### src/rtl/pokey_key_debounce.sv
`default_nettype none
// ============================================================================
// Module   : pokey_key_debounce
// Purpose  : Keyboard debounce and KBCODE latch for POKEY. Watches the
//            keyboard scan (index plus kr1_L/kr2_L return lines, qualified by
//            scan_strobe). A key is confirmed when it is seen pressed at the
//            same index on two consecutive scan passes. The confirmed code is
//            latched with the CTRL/SHIFT modifiers and a keyboard IRQ is
//            raised. Key-held, IRQ pending and overrun status are also kept.
// Ports    : o2          - system clock (phase 2), rising edge active
//            rst         - asynchronous active-high reset
//            scan_strobe - key_scan/kr1_L/kr2_L valid this cycle
//            key_scan    - index of the key being scanned (0..63)
//            kr1_L       - return line 1, low = key at key_scan pressed
//            kr2_L       - return line 2, low = modifier at key_scan pressed
//            irq_en      - keyboard IRQ enable
//            irq_clr     - one-cycle pulse clearing irq_pending/overrun
//            kbcode      - {ctrl, shift, key[5:0]} of the last accepted key
//            key_depr    - a debounced key is currently held
//            shift_held  - latched SHIFT state
//            irq_pending - sticky keyboard interrupt request
//            overrun     - sticky: key accepted while IRQ already pending
// Revision : 1.0 - initial release
// ============================================================================
module pokey_key_debounce #(
    parameter logic [5:0] SHIFT_IDX = 6'd16,
    parameter logic [5:0] CTRL_IDX  = 6'd0
) (
    input  logic       o2,
    input  logic       rst,
    input  logic       scan_strobe,
    input  logic [5:0] key_scan,
    input  logic       kr1_L,
    input  logic       kr2_L,
    input  logic       irq_en,
    input  logic       irq_clr,
    output logic [7:0] kbcode,
    output logic       key_depr,
    output logic       shift_held,
    output logic       irq_pending,
    output logic       overrun
);

    localparam logic [1:0] c_IDLE     = 2'd0;
    localparam logic [1:0] c_DEBOUNCE = 2'd1;
    localparam logic [1:0] c_HELD     = 2'd2;
    localparam logic [1:0] c_RELEASE  = 2'd3;

    logic [1:0] r_state;
    logic [5:0] r_cmp;
    logic [7:0] r_kbcode;
    logic       r_key_depr;
    logic       r_shift_held;
    logic       r_ctrl_l;
    logic       r_irq_pending;
    logic       r_overrun;

    logic [1:0] w_state_next;
    logic       w_at_cmp;
    logic       w_cmp_load;
    logic       w_accept;
    logic       w_release;
    logic       w_irq_pending_next;
    logic       w_overrun_next;

    // Only strobes at the captured index can advance the debounce sequence.
    assign w_at_cmp = scan_strobe && (key_scan == r_cmp);

    always_comb begin
        w_state_next = r_state;
        w_cmp_load   = 1'b0;
        w_accept     = 1'b0;
        w_release    = 1'b0;
        case (r_state)
            c_IDLE: begin
                if (scan_strobe && !kr1_L) begin
                    w_cmp_load   = 1'b1;
                    w_state_next = c_DEBOUNCE;
                end
            end
            c_DEBOUNCE: begin
                if (w_at_cmp) begin
                    if (!kr1_L) begin
                        w_accept     = 1'b1;
                        w_state_next = c_HELD;
                    end else begin
                        w_state_next = c_IDLE;
                    end
                end
            end
            c_HELD: begin
                // Other keys pressed while one is held are ignored.
                if (w_at_cmp && kr1_L) begin
                    w_state_next = c_RELEASE;
                end
            end
            c_RELEASE: begin
                if (w_at_cmp) begin
                    if (kr1_L) begin
                        w_release    = 1'b1;
                        w_state_next = c_IDLE;
                    end else begin
                        w_state_next = c_HELD;
                    end
                end
            end
            default: w_state_next = c_IDLE;
        endcase
    end

    // A clear pulse is applied first and an accept then overrides it, so a
    // coincident accept still leaves the IRQ set. Overrun looks at the
    // pre-clear pending flag.
    always_comb begin
        w_irq_pending_next = irq_clr ? 1'b0 : r_irq_pending;
        w_overrun_next     = irq_clr ? 1'b0 : r_overrun;
        if (w_accept && irq_en) begin
            w_irq_pending_next = 1'b1;
            if (r_irq_pending) begin
                w_overrun_next = 1'b1;
            end
        end
    end

    always_ff @(posedge o2 or posedge rst) begin
        if (rst) begin
            r_state       <= c_IDLE;
            r_cmp         <= 6'd0;
            r_kbcode      <= 8'h00;
            r_key_depr    <= 1'b0;
            r_shift_held  <= 1'b0;
            r_ctrl_l      <= 1'b0;
            r_irq_pending <= 1'b0;
            r_overrun     <= 1'b0;
        end else begin
            r_state       <= w_state_next;
            r_irq_pending <= w_irq_pending_next;
            r_overrun     <= w_overrun_next;

            if (w_cmp_load) begin
                r_cmp <= key_scan;
            end

            // The accept uses the modifier values registered before this
            // strobe; a modifier update in the same strobe is seen next time.
            if (w_accept) begin
                r_kbcode   <= {r_ctrl_l, r_shift_held, r_cmp};
                r_key_depr <= 1'b1;
            end else if (w_release) begin
                r_key_depr <= 1'b0;
            end

            if (scan_strobe && (key_scan == SHIFT_IDX)) begin
                r_shift_held <= ~kr2_L;
            end
            if (scan_strobe && (key_scan == CTRL_IDX)) begin
                r_ctrl_l <= ~kr2_L;
            end
        end
    end

    assign kbcode      = r_kbcode;
    assign key_depr    = r_key_depr;
    assign shift_held  = r_shift_held;
    assign irq_pending = r_irq_pending;
    assign overrun     = r_overrun;

endmodule
`default_nettype wire

### config.mk
export PLATFORM = sky130hd
export DESIGN_NAME = pokey_key_debounce
export DESIGN_NICKNAME = d
export VERILOG_FILES = /design/src/rtl/pokey_key_debounce.sv
export SDC_FILE = /design/constraint.sdc
export NUM_CORES = 1
export LEC_CHECK = 0
export CAP_MARGIN = 40
export CELL_PAD_IN_SITES_DETAIL_PLACEMENT = 0
export CELL_PAD_IN_SITES_GLOBAL_PLACEMENT = 2
export CORE_MARGIN = 4
export CORE_UTILIZATION = 31
export CTS_CLUSTER_SIZE = 20
export DETAILED_ROUTE_END_ITERATION = 16
export PLACE_DENSITY = 0.83
export SYNTH_ARGS = -nofsm -noshare
export SYNTH_HDL_FRONTEND = slang
export SYNTH_SLANG_ARGS = --single-unit
### constraint.sdc
create_clock -name o2 -period 2.2 [get_ports o2]
set_input_delay 0.44 -clock o2 [delete_from_list [all_inputs] [get_ports o2]]
set_output_delay 0.44 -clock o2 [all_outputs]
set_load 0.02 [all_outputs]
# == Yosys cells after proc, flatten, opt, wreduce, memory -nomap -nowiden ==
# Index checks and enable logic that the tools add are counted.
# word_totals
ff_bits,21
latch_bits,0
ram_bits,0
rom_bits,0
in_bits,13
out_inout_bits,12
memories,0
# classes
n_addsub,0
mul,0
n_div,0
order_cmp,0
eq_ne,8
n_shift,0
muxes,20
bitwise_logic,1
n_reduce_logical,13
# op_table
operator,n
$mux 1,15
$mux 2,4
$eq 6x5->1 const B,1
$eq 6x6->1,1
$logic_and 1x1->1,6
$logic_not 6->1,1
$pmux 2 s3,1
$eq 2x2->1 const B,2
$ne 2x2->1 const B,2
$reduce_bool 2->1,2
$reduce_and 3->1,1
$eq 2x1->1 const B,1
$logic_not 2->1,1
$ne 2x1->1 const B,1
$reduce_or 2->1,1
$logic_not 1->1,1
$not 1->1,1

# == Depth between registers and ports, before layout ==
# depth
ltp_word,6
mapped_depth,5

# == Least setup slack after synthesis ==
# No wires, ideal clock.
# synth_timing
path_kind,input port to flip-flop
startpoint,input key_scan[4]
endpoint,"register r_kbcode[0], in the netlist kbcode[0]"
setup_time_ps,125
t_arrival_ps,1609
t_required_ps,2075
setup_slack_ps,466
cell_stages,5
cell_sequence,xor2_1 nor4_4 and3_1 buf_6 mux2_4
# synth_via
elab_chain_len,4
# synth_lines
element,line_no,rtl
"start, declared",32,"input logic [5:0] key_scan,"
$eq 6x6->1,67,assign w_at_cmp = scan_strobe && (key_scan == r_cmp);
$logic_and 1x1->1,67,
$mux 1,82,if (w_at_cmp) begin
$mux 1,74,case (r_state)
"end signal, assigned",147,"r_kbcode <= {r_ctrl_l, r_shift_held, r_cmp};"
"end, declared",51,logic [7:0] r_kbcode;
# No other way between the ends.
# A chain may end at the register's enable or synchronous reset.

# == Worst setup path in the final report ==
# layout_timing
startpoint,input key_scan[4]
endpoint,"register r_kbcode[6], in the netlist kbcode[6]"
# Same word-level chain as after synthesis.

==> results.md <==
Status:
- The run finished with clean final reports.

Critical path:
- The reg-to-reg setup timing slack is 0.46 ns.
- The capture point of the worst reg-to-reg path is kbcode[6].
- The maximum fanout along the worst path is 6.
- The worst register-to-register path begins at r_cmp[4].
- The worst setup path is launched from a primary input.
- STA classifies the critical path endpoint as a flop.
- The source of the critical timing path is key_scan[4].
- Measured in cells, the most critical reg-to-reg path has a length of 5.
- At the worst endpoint, the arrival time is 2.14 ns.
- The required time at the worst-slack endpoint is 2.41 ns.
- In this run the worst setup path terminates at kbcode[6].
- The worst setup path is of the in2reg kind.

STA:
- The tightest hold path in the finished design has a slack of 0.449 ns.
- The final worst clock skew is 0.0141 ns.
- The smallest clock period supported by the final layout is computed as 1.94 ns.
- Setup repair after global routing left no endpoint under its margin.
- The final hold violation count is 0.
- The final max-slew violation count came to 0.
- Dividing the final minimum period by the clock period gives 0.880.
- Measured against its own limit, the worst slew margin works out to 0.701.
- The summed negative setup slack over all endpoints is 0 ns.
- The number of setup violations in the final report is 0.
- The slew at the pin closest to its max-slew limit is 0.445 ns.
- The peak clock frequency supported by timing is 0.516 GHz.

Clock network:
- The TritonCTS clock tree is built.
- In this run, CTS created clock tree buffers numbering 3.
- The clock transition at the registers of the reported paths is 0.12 ns.
- The CTS sink count is 21.
- The number of buffers inserted by post-CTS setup repair is 0.
- The post-cts repair resize count is 0.
- The number of H-tree branching levels is 1.
- The hold buffer count at cts is 0.
- Counting along the longest clock path gives a buffer depth of 2.
- The tree is rooted in a sky130_fd_sc_hd__clkbuf_4.
- The clock reaches the later pin of the worst-skew pair after 0.31 ns.

Synth:
- The post-synthesis average cell area is 13.7 um^2.
- The share of the Yosys chip area taken by registers is 0.533.
- During synthesis, Yosys emitted a total of 0 warnings.
- The gate count after technology mapping is 72.
- Of the post-synthesis cell area, the dominant cell type holds 0.533.
- The largest area contributor in the netlist is sky130_fd_sc_hd__dfrtp_1.
- The number of distinct standard cells referenced by the synthesized netlist is 26.
- In this run, synthesis produced a sequential element count of 21.
- The number of nets produced by synthesis is 85.
- By area the synthesized netlist is led by sky130_fd_sc_hd__dfrtp_1 (53%), sky130_fd_sc_hd__mux2_4 (12%), sky130_fd_sc_hd__mux2_2 (6.9%).
- The synthesized cell area is 986 um^2.

Die:
- The starting density of the core is 0.323.
- The number of primary I/O pins is 25.
- The total core area is 0.00305 mm^2.
- The vertical extent of the die is 64.4 um.
- The standard-cell row count is 20.
- The full die area is 0.00415 mm^2.
- The horizontal die dimension is 64.4 um.

Worst hold path:
- The type of the most critical hold path is in2async.

Pwr:
- The peak supply drop is 0.000373 V.
- Of the total power, the clock network draws 0.141.
- The leakage power total is 0.586 nW.
- The switching power share of the total is 0.342.
- The power density of the placed cells is 936 mW/mm^2.
- The portion of total power attributed to combinational logic is 0.397.
- The internal power component is 850 uW.
- In this run the power spent charging and discharging nets is 441 uW.
- The share of total power dissipated in sequential elements is 0.462.

Placement:
- The post-detailed-placement cell area is 0.00135 mm^2.
- The final weighted congestion in routability-driven placement is 0.673.
- The cell count after placement is 150.
- During placement, the flow inserted port buffers numbering 24.
- The post-DP HPWL is 1.60 mm.

Global routing:
- The first global-routing pass estimated 3.57 mm of wire.
- The number of antenna violations at the first check in global routing is 0.
- The number of global-route vias before repair is 763.
- Entering global routing, the biggest net connects 22 pins.
- The global-route usage over all layers is 0.111.
- The leftover overflow at the end of global routing is 0.

Detailed routing:
- The number of vias per cell is 4.56.
- In the routed design, unresolved DRC markers number 0.
- The average routed wire per standard cell is 13.5 um.
- The count of vias placed by the detailed router is 702.
- The first detailed-routing pass took 4 iterations.
- Wires add up to 2.08 mm.
- After the first detailed-routing iteration, the DRC count stood at 16.
- Once detail routing completed, the nets flagged for antenna violations numbered 0.

Finish:
- The core utilization of the finished layout is 0.452.
- The antenna diode count is 0.
- The cell area after layout is 0.00138 mm^2.
- The layout cell share with drive strength beyond 1 is 0.291.
- The filler cells instantiated in the layout total 291.
- The area growth from synthesis to layout is 40.0%.
- The count of cells in the finished layout, fillers not included, comes to 154.
- At the end of the flow, the number of nets in the layout was 124.
- In the final layout, flip-flops and latches occupy 526 um^2.
- Summing all multi-input logic gate instances after layout gives 438 um^2.

Job:
- The max-capacitance violation count is 0.
==> worst min path at each step <==
stage          startpoint                         end  slack [ns]  cells after the start
2_1_floorplan         rst  asynchronous set/reset pin        0.42                      1
3_3_place_gp     r_ctrl_l                    r_ctrl_l        0.48                      1
3_5_place_dp     r_ctrl_l                    r_ctrl_l        0.48                      1
4_1_cts               rst                   kbcode[4]        0.46                      3
5_1_grt               rst                   kbcode[7]        0.49                      3
6_report              rst                   kbcode[4]        0.45                      3
==> registers in the layout, summed over array words and instances (netlist names), named ones only <==
register / cells
kbcode: 8
r_cmp: 6
irq_pending: 1
key_depr: 1
overrun: 1
r_ctrl_l: 1
r_state: 1
shift_held: 1
==> through the flow <==
stage / power (mW) / setup WS, ns
finish: 1.29 / 0.263
detailed placement: 1.12 / -0.0635
global route: 1.37 / 0.168
CTS: 1.31 / 0.266
floorplan: 0.902 / 0.466
global placement: 1.11 / -0.0262
==> cell families (layout without fill, tap and decap cells) <==
group / after synthesis / count (layout) / synth area share
xor gates and xnor gates: 6 / 6 / 0.0533
muxes: 14 / 14 / 0.190
buffers and inverters: 4 / 42 / 0.0228
and+or+nand+nor: 17 / 17 / 0.131
AOI/OAI and AO/OA: 10 / 10 / 0.0698
DFF: 21 / 21 / 0.533
==> cell usage after synthesis, drive strengths merged <==
| cell | n |
|---|---|
| buf | 1 |
| o21ai | 1 |
| nor4b | 1 |
| nor4bb | 1 |
| o21a | 1 |
| nor2 | 1 |
| nand3 | 3 |
| a31oi | 1 |
| nor3 | 2 |
| inv | 3 |
| a21oi | 2 |
| nand2 | 4 |
| mux2 | 14 |
| nor4 | 3 |
| and3 | 1 |
| o22ai | 1 |
| a221oi | 1 |
| a21boi | 1 |
| a211o | 1 |
| xor2 | 6 |
| o32ai | 1 |
| nand4b | 1 |
| dfrtp | 21 |
==> layer usage <==
layer	track usage	wire, um	vias to the layer above
met5	0	0	-
met4	0.0633	46	0
met3	0.0158	55	4
met2	0.189	1040	15
met1	0.133	935	342
li1	-	-	341
==> worst max-delay path, cell delays in order <==
cell	delay, ns
sky130_fd_sc_hd__clkdlybuf4s50_1	0.48
sky130_fd_sc_hd__xor2_1	0.22
sky130_fd_sc_hd__nor4_4	0.30
sky130_fd_sc_hd__and3_1	0.21
sky130_fd_sc_hd__buf_4	0.18
sky130_fd_sc_hd__mux2_4	0.31
==> power by group through the flow <==
stage	Sequential [mW]	Combinational (mW)	Clock [mW]
after floorplan	0.638	0.264	0
after global placement	0.599	0.507	0
after detailed placement	0.605	0.516	0
after CTS	0.596	0.518	0.192
after global routing	0.612	0.552	0.203
final	0.596	0.513	0.183
==> cell type report <==
class | count | area share
sequential | 21 | 0.381
multi-input combinational | 47 | 0.317
clock buffer | 3 | 0.0163
clock inverter | 1 | 0.00363
timing repair buffer | 35 | 0.234
tap | 44 | 0.0399
inverter | 3 | 0.00816
==> cell usage in the layout (no fill, tap or decap) <==
cell type | netlist | routed
sky130_fd_sc_hd__nand4b_1 | 1 | 1
sky130_fd_sc_hd__nor4_1 | 2 | 2
sky130_fd_sc_hd__mux2_4 | 8 | 8
sky130_fd_sc_hd__a221oi_1 | 1 | 1
sky130_fd_sc_hd__buf_4 | 0 | 11
sky130_fd_sc_hd__nand3_1 | 3 | 3
sky130_fd_sc_hd__nor2_1 | 1 | 1
sky130_fd_sc_hd__a31oi_1 | 1 | 1
sky130_fd_sc_hd__clkbuf_4 | 0 | 3
sky130_fd_sc_hd__nor3_4 | 1 | 1
sky130_fd_sc_hd__a21oi_1 | 2 | 2
sky130_fd_sc_hd__mux2_2 | 6 | 6
sky130_fd_sc_hd__nor4bb_1 | 1 | 1
sky130_fd_sc_hd__o22ai_1 | 1 | 1
sky130_fd_sc_hd__xor2_1 | 6 | 6
sky130_fd_sc_hd__dfrtp_1 | 21 | 21
sky130_fd_sc_hd__clkinv_2 | 0 | 1
sky130_fd_sc_hd__nor3_1 | 1 | 1
sky130_fd_sc_hd__nand2_1 | 4 | 4
sky130_fd_sc_hd__a21boi_0 | 1 | 1
sky130_fd_sc_hd__nor4b_2 | 1 | 1
sky130_fd_sc_hd__a211o_1 | 1 | 1
sky130_fd_sc_hd__o32ai_1 | 1 | 1
sky130_fd_sc_hd__nor4_4 | 1 | 1
sky130_fd_sc_hd__o21ai_0 | 1 | 1
sky130_fd_sc_hd__inv_1 | 3 | 3
sky130_fd_sc_hd__clkdlybuf4s50_1 | 0 | 24
sky130_fd_sc_hd__and3_1 | 1 | 1
sky130_fd_sc_hd__o21a_1 | 1 | 1
Power figures use the tool's default switching activity.
